==> src/rtl/alu_acc.sv <==
// alu_acc -- parametrised accumulator ALU with valid/ready instruction and
// result handshakes. Holds ACC plus registered carry (C) and zero (Z) flags.
// Single-cycle ops complete on the accept edge; SHL/SHR/ROL by N>=1 shift one
// bit per clock and complete N edges after the accept.
//
// Optional feature macro: ALU_ACC_SHIFT_EN
//   defined   : iterative SHL/SHR/ROL with SHIFT state and bit counter
//   undefined : opcodes 0010/0011/1111 behave as NOP, BUSY tied low
//
// Ports:
//   CLK        clock, all state on rising edge
//   RST_N      asynchronous active-low reset
//   IN_VALID   instruction present          IN_READY  block can accept
//   INST       4-bit opcode                 IN_DATA   operand / shift count
//   OUT_VALID  result present               OUT_READY consumer takes result
//   OUT_DATA   accumulator value            C, Z      carry/borrow, zero flags
//   BUSY       iterative shift in progress
module alu_acc #(
   parameter int WIDTH = 8,
   parameter int CNT_W = $clog2(WIDTH)
) (
   input  logic             CLK,
   input  logic             RST_N,
   input  logic             IN_VALID,
   output logic             IN_READY,
   input  logic [3:0]       INST,
   input  logic [WIDTH-1:0] IN_DATA,
   output logic             OUT_VALID,
   input  logic             OUT_READY,
   output logic [WIDTH-1:0] OUT_DATA,
   output logic             C,
   output logic             Z,
   output logic             BUSY
);

   localparam logic [3:0] OP_NOP = 4'b0000;
   localparam logic [3:0] OP_LD  = 4'b0001;
   localparam logic [3:0] OP_SHL = 4'b0010;
   localparam logic [3:0] OP_SHR = 4'b0011;
   localparam logic [3:0] OP_ADD = 4'b0100;
   localparam logic [3:0] OP_ADC = 4'b0101;
   localparam logic [3:0] OP_SUB = 4'b0110;
   localparam logic [3:0] OP_SBB = 4'b0111;
   localparam logic [3:0] OP_NOT = 4'b1000;
   localparam logic [3:0] OP_NEG = 4'b1001;
   localparam logic [3:0] OP_OR  = 4'b1010;
   localparam logic [3:0] OP_CMP = 4'b1011;
   localparam logic [3:0] OP_AND = 4'b1100;
   localparam logic [3:0] OP_TST = 4'b1101;
   localparam logic [3:0] OP_XOR = 4'b1110;
   localparam logic [3:0] OP_ROL = 4'b1111;

   logic [WIDTH-1:0] acc;
   logic             c_q;
   logic             z_q;
   logic             ov_q;
   logic             accept;

   logic             start_shift;   // accept that enters the SHIFT state
   logic             shifting;      // one shift step happens this edge
   logic             shift_done;    // last shift step happens this edge
   logic [WIDTH:0]   step;          // {bit moved, shifted value}

   assign accept    = IN_VALID && IN_READY;
   assign OUT_VALID = ov_q;
   assign OUT_DATA  = acc;
   assign C         = c_q;
   assign Z         = z_q;

`ifdef ALU_ACC_SHIFT_EN
   typedef enum logic {S_IDLE, S_SHIFT} state_t;

   state_t           state_q;
   state_t           state_n;
   logic [CNT_W-1:0] cnt_q;
   logic [3:0]       sh_op_q;
   logic             is_shift_op;

   // One-bit step for the latched shift opcode; MSB of the return is the bit
   // leaving (SHL/SHR) or wrapping into the LSB (ROL).
   function automatic logic [WIDTH:0] shift_step(input logic [3:0] op,
                                                 input logic [WIDTH-1:0] a);
      case (op)
         OP_SHR:  return {a[0], 1'b0, a[WIDTH-1:1]};
         OP_ROL:  return {a[WIDTH-1], a[WIDTH-2:0], a[WIDTH-1]};
         default: return {a[WIDTH-1], a[WIDTH-2:0], 1'b0};
      endcase
   endfunction

   assign is_shift_op = (INST == OP_SHL) || (INST == OP_SHR) || (INST == OP_ROL);
   assign start_shift = accept && is_shift_op && (IN_DATA[CNT_W-1:0] != '0);
   assign shifting    = (state_q == S_SHIFT);
   assign shift_done  = shifting && (cnt_q == CNT_W'(1));
   assign step        = shift_step(sh_op_q, acc);
   assign IN_READY    = (state_q == S_IDLE) && (!ov_q || OUT_READY);
   assign BUSY        = shifting;

   always_comb begin
      state_n = state_q;
      case (state_q)
         S_IDLE:  if (start_shift) state_n = S_SHIFT;
         S_SHIFT: if (cnt_q == CNT_W'(1)) state_n = S_IDLE;
         default: state_n = S_IDLE;
      endcase
   end

   always_ff @(posedge CLK or negedge RST_N) begin
      if (!RST_N) begin
         state_q <= S_IDLE;
         cnt_q   <= '0;
         sh_op_q <= OP_NOP;
      end else begin
         state_q <= state_n;
         if (start_shift) begin
            cnt_q   <= IN_DATA[CNT_W-1:0];
            sh_op_q <= INST;
         end else if (shifting) begin
            cnt_q <= cnt_q - 1'b1;
         end
      end
   end
`else
   assign start_shift = 1'b0;
   assign shifting    = 1'b0;
   assign shift_done  = 1'b0;
   assign step        = '0;
   assign IN_READY    = !ov_q || OUT_READY;
   assign BUSY        = 1'b0;
`endif

   // Single-cycle result path: next ACC, carry and the value Z is taken from
   logic [WIDTH:0]   sum_w;
   logic [WIDTH:0]   diff_w;
   logic             add_cin;
   logic             sub_bin;
   logic [WIDTH-1:0] alu_acc_n;
   logic             alu_c_n;
   logic [WIDTH-1:0] alu_res;

   assign add_cin = (INST == OP_ADC) && c_q;
   assign sub_bin = (INST == OP_SBB) && c_q;
   assign sum_w   = {1'b0, acc} + {1'b0, IN_DATA} + {{WIDTH{1'b0}}, add_cin};
   // Top bit of the extended difference is the borrow.
   assign diff_w  = {1'b0, acc} - {1'b0, IN_DATA} - {{WIDTH{1'b0}}, sub_bin};

   always_comb begin
      alu_acc_n = acc;
      alu_c_n   = c_q;
      case (INST)
         OP_LD:           begin alu_acc_n = IN_DATA;          alu_c_n = 1'b0;        end
         OP_ADD, OP_ADC:  begin alu_acc_n = sum_w[WIDTH-1:0];  alu_c_n = sum_w[WIDTH]; end
         OP_SUB, OP_SBB:  begin alu_acc_n = diff_w[WIDTH-1:0]; alu_c_n = diff_w[WIDTH]; end
         OP_NOT:          begin alu_acc_n = ~acc;              alu_c_n = 1'b0;        end
         OP_NEG:          begin alu_acc_n = (~acc) + {{(WIDTH-1){1'b0}}, 1'b1}; alu_c_n = |acc; end
         OP_OR:           begin alu_acc_n = acc | IN_DATA;     alu_c_n = 1'b0;        end
         OP_AND:          begin alu_acc_n = acc & IN_DATA;     alu_c_n = 1'b0;        end
         OP_XOR:          begin alu_acc_n = acc ^ IN_DATA;     alu_c_n = 1'b0;        end
         OP_CMP:          alu_c_n = diff_w[WIDTH];
         OP_TST:          alu_c_n = 1'b0;
`ifdef ALU_ACC_SHIFT_EN
         // Only a zero count reaches here as a completed op: A kept, C cleared.
         OP_SHL, OP_SHR, OP_ROL: alu_c_n = 1'b0;
`endif
         default: ;
      endcase
   end

   always_comb begin
      alu_res = alu_acc_n;
      if (INST == OP_CMP) alu_res = diff_w[WIDTH-1:0];
      else if (INST == OP_TST) alu_res = acc & IN_DATA;
   end

   always_ff @(posedge CLK or negedge RST_N) begin
      if (!RST_N) begin
         acc  <= '0;
         c_q  <= 1'b0;
         z_q  <= 1'b0;
         ov_q <= 1'b0;
      end else begin
         if (OUT_READY) ov_q <= 1'b0;
         if (accept && !start_shift) begin
            acc  <= alu_acc_n;
            c_q  <= alu_c_n;
            z_q  <= (alu_res == '0);
            ov_q <= 1'b1;
         end else if (shifting) begin
            // Intermediate values show on OUT_DATA; flags land with the last step.
            acc <= step[WIDTH-1:0];
            if (shift_done) begin
               c_q  <= step[WIDTH];
               z_q  <= (step[WIDTH-1:0] == '0);
               ov_q <= 1'b1;
            end
         end
      end
   end

endmodule

==> config.mk <==
export PLATFORM = sky130hd
export DESIGN_NAME = alu_acc
export DESIGN_NICKNAME = d
export VERILOG_FILES = /design/src/rtl/alu_acc.sv
export SDC_FILE = /design/constraint.sdc
export NUM_CORES = 1
export LEC_CHECK = 0
export BUFFER_PORTS_ARGS = -buffer_cell sky130_fd_sc_hd__buf_2
export CORE_MARGIN = 8
export CORE_UTILIZATION = 50
export DETAILED_ROUTE_END_ITERATION = 8
export PLACE_DENSITY_LB_ADDON = 0.25
export SYNTH_ARGS = -nofsm -noshare
export SYNTH_HDL_FRONTEND = slang
export SYNTH_SLANG_ARGS = --single-unit
==> constraint.sdc <==
create_clock -name CLK -period 7.8 [get_ports CLK]
set_input_delay 1.95 -clock CLK [delete_from_list [all_inputs] [get_ports CLK]]
set_output_delay 1.95 -clock CLK [all_outputs]
set_load 0.01 [all_outputs]
# Word level (Yosys, flattened, before mapping)
# Index checks and enable logic that the tools add are counted.
dict set report op_classes {
  n_addsub 5
  n_mul 0
  n_div 0
  n_lt_le_gt_ge 0
  eq_ne 12
  n_shift 0
  mux 6
  n_bitwise 4
  reduce_logical 14
}
# operator count
set op_table {}
lappend op_table {{$pmux W8 S8} 1}
lappend op_table {{$eq A4 B4 Y1 const B} 7}
lappend op_table {{$eq A4 B3 Y1 const B} 4}
lappend op_table {{$mux W8} 2}
lappend op_table {{$add A8 B8 Y9} 1}
lappend op_table {{$add A9 B1 Y9} 1}
lappend op_table {{$sub A8 B8 Y9} 1}
lappend op_table {{$sub A9 B1 Y9} 1}
lappend op_table {{$add A8 B1 Y8 const B} 1}
lappend op_table {{$and A8 B8 Y8} 1}
lappend op_table {{$logic_not A8 Y1} 1}
lappend op_table {{$not A8 Y8} 1}
lappend op_table {{$or A8 B8 Y8} 1}
lappend op_table {{$reduce_or A8 Y1} 1}
lappend op_table {{$xor A8 B8 Y8} 1}
lappend op_table {{$reduce_or A6 Y1} 1}
lappend op_table {{$eq A4 B1 Y1 const B} 1}
lappend op_table {{$pmux W1 S4} 1}
lappend op_table {{$reduce_bool A4 Y1} 1}
lappend op_table {{$reduce_or A2 Y1} 2}
lappend op_table {{$logic_and A1 B1 Y1} 3}
lappend op_table {{$reduce_or A3 Y1} 1}
lappend op_table {{$mux W1} 2}
lappend op_table {{$reduce_and A2 Y1} 1}
lappend op_table {{other kinds (3)} 3}
dict set report totals {
  ff_bits 11
  latchBits 0
  mem_bits_rw 0
  mem_bits_ro 0
  out_inout_bits 13
  wordCells 45
  n_memories 0
}

# Longest topological paths before layout
# Gate-level depths: netlist (run 1).
dict set report logic_depth {
  word_depth 7
  depth_mapped 15
}

# Worst setup path before layout (run 1)
# Ideal clock, no wire load.
dict set report synth_timing {
  path_type {input -> register}
  start {input INST[1]}
  end {register z_q (netlist: Z)}
  setup_ns 0.092
  t_arrival_ns 4.943
  required_time_ns 7.708
  setup_slack_ns 2.766
  cell_stages 14
  n_path_buf 3
  path_cell_list {buf_4 > buf_6 > clkbuf_1 > nand4_1 > fa_1 > fa_1 > and3b_1 > a31oi_1 > o221ai_1 > o32ai_1 > o2111ai_1 > nor4_2 > a31oi_1 > o31ai_2}
}
dict set report synth_via {
  elab_chain_cells 7
}
# item line_no
set synth_lines {}
lappend synth_lines {{start: declaration} 26} ;# input logic [3:0] INST,
lappend synth_lines {{$eq A4 B3 Y1, on equally long branches} {141, 149, 140}}
lappend synth_lines {{$logic_and A1 B1 Y1, on equally long branches} {141, 140}}
lappend synth_lines {{$sub A9 B1 Y9 or $add A9 B1 Y9 (tied branches)} {144, 142}}
lappend synth_lines {{$pmux W8 S8} 149} ;# case (INST)
lappend synth_lines {{$mux W8} 171} ;# else if (INST == OP_TST) alu_res = acc & IN_DATA;
lappend synth_lines {{$mux W8 (*)} 170} ;# if (INST == OP_CMP) alu_res = diff_w[WIDTH-1:0];
lappend synth_lines {{$logic_not A8 Y1 (*)} 185} ;# z_q <= (alu_res == '0);
lappend synth_lines {{end signal: assignment} 185}
lappend synth_lines {{end signal: assignment} 192} ;# z_q <= (step[WIDTH-1:0] == '0);
lappend synth_lines {{end: declaration} 55} ;# logic z_q;
# Mark *: on every way between the ends. The rest lies on a longest branch, timed or not.
# A chain may end at the register's enable or synchronous reset.

# Worst setup path after layout (run 1)
dict set report layout_timing {
  start {input INST[2]}
  end {register z_q (netlist: Z)}
}
# The elaborated chain is that of the path after synthesis.

==> flow_metrics.tcl, run 1 <==
set metrics [dict create \
    power_w 0.000648 \
    grt_pass1_wl_um 11500 \
    yosys-top-cells-area "ha_1 16%, dfrtp_1 12%, inv_1 4.1%" \
    synth_nets 363 \
    antenna_found_initial 0 \
    synthesis.area_mm2 0.00239 \
    die_w_um 85.2 \
    post-route-period-util 0.733 \
    max_cap_violations 0 \
    htree_levels 1 \
    grt_max_degree 29 \
    synth_warnings 0 \
    dr.first_iter.drc_count 281 \
    dr.pass1.iters 6 \
    avgViaCountPerCell 6.48 \
    required_ps 7930 \
    min_period_ps 5720 \
    pwr-share-comb 0.741 \
    yosysSeqAreaShare 0.115 \
    final_cell_area_mm2 0.00252 \
    fp-row-count 25 \
    track_usage 0.193 \
    synth-async-reset-ratio 1.00 \
    dp_hpwl_um 5450 \
    worst_pin_slew_ps 642 \
    clockBufferDepth 2 \
    arrival_ps 5850 \
    status "finished, final reports clean" \
    hold_viol_final 0 \
    critPathMaxFanout 28 \
    drc 0 \
    clk_pin_slew_ps 40 \
    ctsHoldBuffers 0 \
    ant_nets 0 \
    cts_tree "built" \
    setup_tns_ps 0 \
    postCtsResizedCells 0 \
    p_leak_nw 1.13 \
    avgSynthCellArea_um2 7.66 \
    grtUsageMet2 0.300 \
    root_buffer "clkbuf_8" \
    yosysMostFrequentCell "ha_1" \
    core_area_mm2 0.00466 \
    synth_edf_count 0 \
    routed_wl_um 7000 \
    use_met1 0.280 \
    synth_top_area_cell "ha_1" \
    setup_viol 0 \
    synth_flop_cell "dfrtp_1" \
    pwr-share-clk 0.084 \
    p_int_w 0.000310 \
    max_slew_margin 0.570 \
    finClkSkew_ps 2.52 \
    power.switching_w 0.000339 \
    die_h_um 85.2 \
    rsz0062_at_grt "false" \
    overflow 0 \
    start_util 0.513 \
    place_area_mm2 0.00247 \
    end_kind "flip-flop" \
    power_frac_seq 0.175 \
    cp-start-kind "primary input" \
    drive_above_1_share 0.127 \
    netlist.area_leader.share 0.162 \
    synth_cell_types 62 \
    cts.sinks 11 \
    use_met3 0.0135 \
    grt_pass1_vias 2257 \
    min_path_type "reg -> reg" \
    switching_share 0.523 \
    n_antenna_cell 0 \
    io_buffers 27 \
    io_pins 29 \
    clk_latency_ps 230 \
    fin_nets 376 \
    timing.fmax_mhz 175 \
    peakVddDrop_uv 153 \
    cts_buffers 3 \
    final_cells 378 \
    critPathKind "in -> reg" \
    postCtsSetupRepairBufs 0 \
    dp_cells 374 \
    globalRoute.busiestLayer "met2" \
    dieArea_mm2 0.00725 \
    holdWs_ps 507 \
    gp_congestion 0.948 \
    power_density_mw_per_mm2 258 \
    area_growth_pct 5.29 \
    synthCells 312 \
    drv_slew 0 \
    synth-seq-cells 11 \
    via_count 2448 \
    wl_per_cell_um 18.5 \
    synth_common_cells "31 x ha_1, 26 x inv_1, 20 x nand2_1, 20 x nor2_1, 18 x a21oi_1" \
]
-- worst paths after layout --
path                                    startpoint                       to  slack [ps]  cells past startpoint
max in group asynchronous                    RST_N    OUT_VALID$_DFFE_PN0P_        6040                      1
min in group asynchronous                    RST_N  OUT_DATA[3]$_DFFE_PN0P_        1570                      1
hold reg to reg                      Z$_DFFE_PN0P_            Z$_DFFE_PN0P_         510                      2
hold / removal                       Z$_DFFE_PN0P_            Z$_DFFE_PN0P_         510                      2
setup / recovery                           INST[2]            Z$_DFFE_PN0P_        2080                     13
setup reg to reg           OUT_DATA[3]$_DFFE_PN0P_            Z$_DFFE_PN0P_        4340                     11
-- logic make-up (layout without fill, tap and decap cells) --
logic type               Yosys count  in the layout  synth area share
adder cells (fa/ha/maj)           35             35             0.196
AND/OR/NAND/NOR                  108            108             0.250
multiplexers                       9              9            0.0392
buffers and inverters             46             58            0.0931
XOR/XNOR                          14             14            0.0513
flip-flops                        11             11             0.115
other                              1              1           0.00157
AO/OA/AOI/OAI                     88             88             0.254
-- placed cells by master, fill, tap and decap left out, types with 11 or more instances in the layout --
cell     instances
a21oi_1         18
nand2_1         20
buf_2           27
inv_1           26
nor3_1          15
o21ai_0         15
dfrtp_1         11
nor2_1          20
ha_1            31
-- worst max-delay path: stages --
cell and delay, ps:
buf_2 370, nor2b_1 590, nand4_1 200, fa_1 470, fa_1 480, and3b_1 200
a31oi_1 140, o221ai_1 130, o32ai_1 410, o2111ai_1 230, nor4_2 280, a31oi_1 130
o31ai_2 260
-- per-stage QoR --
stage,utilization,setup WS [ps]
after floorplan,-,2770
after global placement,0.530,2120
after detailed placement,0.530,2020
after CTS,0.540,2210
after global routing,0.540,1780
final,0.540,2080
-- sequential cells by signal (all words and copies together), names as in the netlist --
| signal | cells |
|---|---|
| OUT_DATA | 8 |
| C | 1 |
| OUT_VALID | 1 |
| Z | 1 |
-- layer usage --
| metal | wire, um | part of all wire |
|---|---|---|
| met3 | 439 | 0.063 |
| met5 | 0 | 0 |
| met1 | 3300 | 0.47 |
| met4 | 110 | 0.016 |
| met2 | 3150 | 0.45 |
-- power groups by stage --
| stage | clock network [W] | registers, W | logic [W] |
|---|---|---|---|
| final | 0.0000543 | 0.000113 | 0.000481 |
| after global routing | 0.0000590 | 0.000117 | 0.000530 |
| after CTS | 0.0000565 | 0.000112 | 0.000474 |
| after detailed placement | 0 | 0.000113 | 0.000469 |
| after global placement | 0 | 0.000113 | 0.000469 |
| after floorplan | 0 | 0.000103 | 0.000361 |
-- cell type report --
class / instances / area [um2]
fill: 446 / 2140
multi-input combinational: 255 / 1890
sequential: 11 / 275
timing repair buffer: 27 / 135
inverter: 27 / 101
tap: 54 / 67.6
clock buffer: 4 / 45.0
No activity file was read; power rests on OpenSTA's default activity.
==> inputs of run 2 (changes only) <==
==> constraint.sdc (replaced) <==
create_clock -name CLK -period 5.87 [get_ports CLK]
set_input_delay 1.4675 -clock CLK [delete_from_list [all_inputs] [get_ports CLK]]
set_output_delay 1.4675 -clock CLK [all_outputs]
set_load 0.01 [all_outputs]
==> run 2 against run 1 <==
Critical path depth is 1 lower. Hold slack worse by 2.7 ps. Sequential power is 32% higher. Die area stayed put. First-iteration DRC count is 0.71% higher. Global-route usage is 0.30 points lower. Via count is 0.29% lower. Clock power is 33% higher. Routed wire length is 1.5% lower. Total power is 32% higher. Non-clock buffer count is 2 higher. Cell area is 0.60% higher.
==> flow_metrics.tcl, run 2 (same netlist as run 1, synthesis figures left out) <==
set metrics [dict create \
    hold_viol_final 0 \
    dp_hpwl_um 5410 \
    postCtsResizedCells 0 \
    ctsHoldBuffers 0 \
    end_kind "flip-flop" \
    routed_wl_um 6900 \
    cp-start-kind "primary input" \
    root_buffer "clkbuf_8" \
    setup_tns_ps 0 \
    n_antenna_cell 0 \
    clockBufferDepth 2 \
    die_h_um 85.2 \
    largest_register_ffs 8 \
    clk_pin_slew_ps 50 \
    max_slew_margin 0.539 \
    min_path_type "reg -> reg" \
    gp_congestion 0.924 \
    grt_pass1_vias 2361 \
    p_int_w 0.000411 \
    dr.first_iter.drc_count 283 \
    grt_pass1_wl_um 11500 \
    avgViaCountPerCell 6.42 \
    status "finished, final reports clean" \
    ant_nets 0 \
    die_w_um 85.2 \
    antenna_found_initial 0 \
    power_density_mw_per_mm2 339 \
    postCtsSetupRepairBufs 0 \
    peakVddDrop_uv 203 \
    fp-row-count 25 \
    critPathKind "in -> reg" \
    fin_nets 378 \
    cts.sinks 11 \
    cts_tree "built" \
    clk_latency_ps 230 \
    drv_slew 0 \
    overflow 0 \
    via_count 2441 \
    fin_ws_ps 1240 \
    io_pins 29 \
    switching_share 0.522 \
    drc 0 \
    critPathMaxFanout 28 \
    pwr-share-comb 0.742 \
    power_frac_seq 0.173 \
    min_period_ps 4630 \
    required_ps 6010 \
    grt_max_degree 29 \
    worst_pin_slew_ps 689 \
    io_buffers 27 \
    area_growth_pct 5.91 \
    layout_commonest_cell "ha_1" \
    timing.fmax_mhz 216 \
    max_cap_violations 0 \
    core_area_mm2 0.00466 \
    final_cells 380 \
    start_util 0.513 \
    dieArea_mm2 0.00725 \
    arrival_ps 4770 \
    post-route-period-util 0.789 \
    wl_per_cell_um 18.2 \
    rsz0062_at_grt "false" \
    dr.pass1.iters 5 \
    track_usage 0.191 \
    dp_cells 376 \
    final_cell_mix "31 x ha_1, 27 x buf_2, 26 x inv_1, 20 x nor2_1, 20 x nand2_1" \
    drive_above_1_share 0.132 \
    htree_levels 1 \
    power.switching_w 0.000448 \
    post-place-ws_ps 1070 \
    pwr-share-clk 0.084 \
    finClkSkew_ps 0.362 \
    cts_buffers 3 \
    p_leak_nw 1.14 \
    setup_viol 0 \
]
run 2: cell count changes in the layout (fill, tap and decap cells not counted), sizes merged:
| cell | before | now |
|---|---|---|
| buf | 27 | 29 |
run 2: path summary, 6_finish.rpt:
check	depth (start not counted)	slack, ps	start	to
setup / recovery	12	1240	INST[1]	Z$_DFFE_PN0P_
hold / removal	2	500	Z$_DFFE_PN0P_	Z$_DFFE_PN0P_
setup reg to reg	11	2420	OUT_DATA[3]$_DFFE_PN0P_	Z$_DFFE_PN0P_
hold reg to reg	2	500	Z$_DFFE_PN0P_	Z$_DFFE_PN0P_
max in group asynchronous	1	4580	RST_N	OUT_DATA[0]$_DFFE_PN0P_
min in group asynchronous	1	1090	RST_N	Z$_DFFE_PN0P_
run 2: worst max-delay path, stage by stage:
cell and delay (ps):
buf_2 440, nand4_1 190, fa_1 470, ha_1 310, o21ai_1 80, a211oi_1 410, xor2_1 190, a221o_1 370
o22a_1 200, nor4_2 240, a31oi_1 150, o31ai_2 240
run 2: stage by stage:
| stage | util | hold WS (ps) | power, W | area (um2) |
|---|---|---|---|---|
| after floorplan | - | 529 | 0.000616 | 2390 |
| after global placement | 0.534 | 483 | 0.000767 | 2490 |
| after detailed placement | 0.534 | 480 | 0.000769 | 2490 |
| after CTS | 0.543 | 518 | 0.000848 | 2530 |
| after global routing | 0.543 | 554 | 0.000932 | 2530 |
| final | 0.543 | 504 | 0.000859 | 2530 |
run 2: routing by layer:
metal,wire length (um),track usage,vias up
met3,444,0.0203,14
li1,-,-,1168
met1,3200,0.259,1126
met2,3110,0.303,133
met5,0,0,-
met4,140,0.0647,0
run 2: final cells by class:
class	instances	area, um2
sequential	11	275
timing repair buffer	29	150
fill	447	2130
clock buffer	4	45.0
multi-input combinational	255	1890
inverter	27	101
tap	54	67.6
run 2: power groups by stage:
stage | sequential, W | clock (W) | combinational (W)
after floorplan | 0.000137 | 0 | 0.000479
after global placement | 0.000149 | 0 | 0.000618
after detailed placement | 0.000149 | 0 | 0.000621
after CTS | 0.000148 | 0.0000753 | 0.000625
after global routing | 0.000155 | 0.0000794 | 0.000698
final | 0.000149 | 0.0000723 | 0.000638
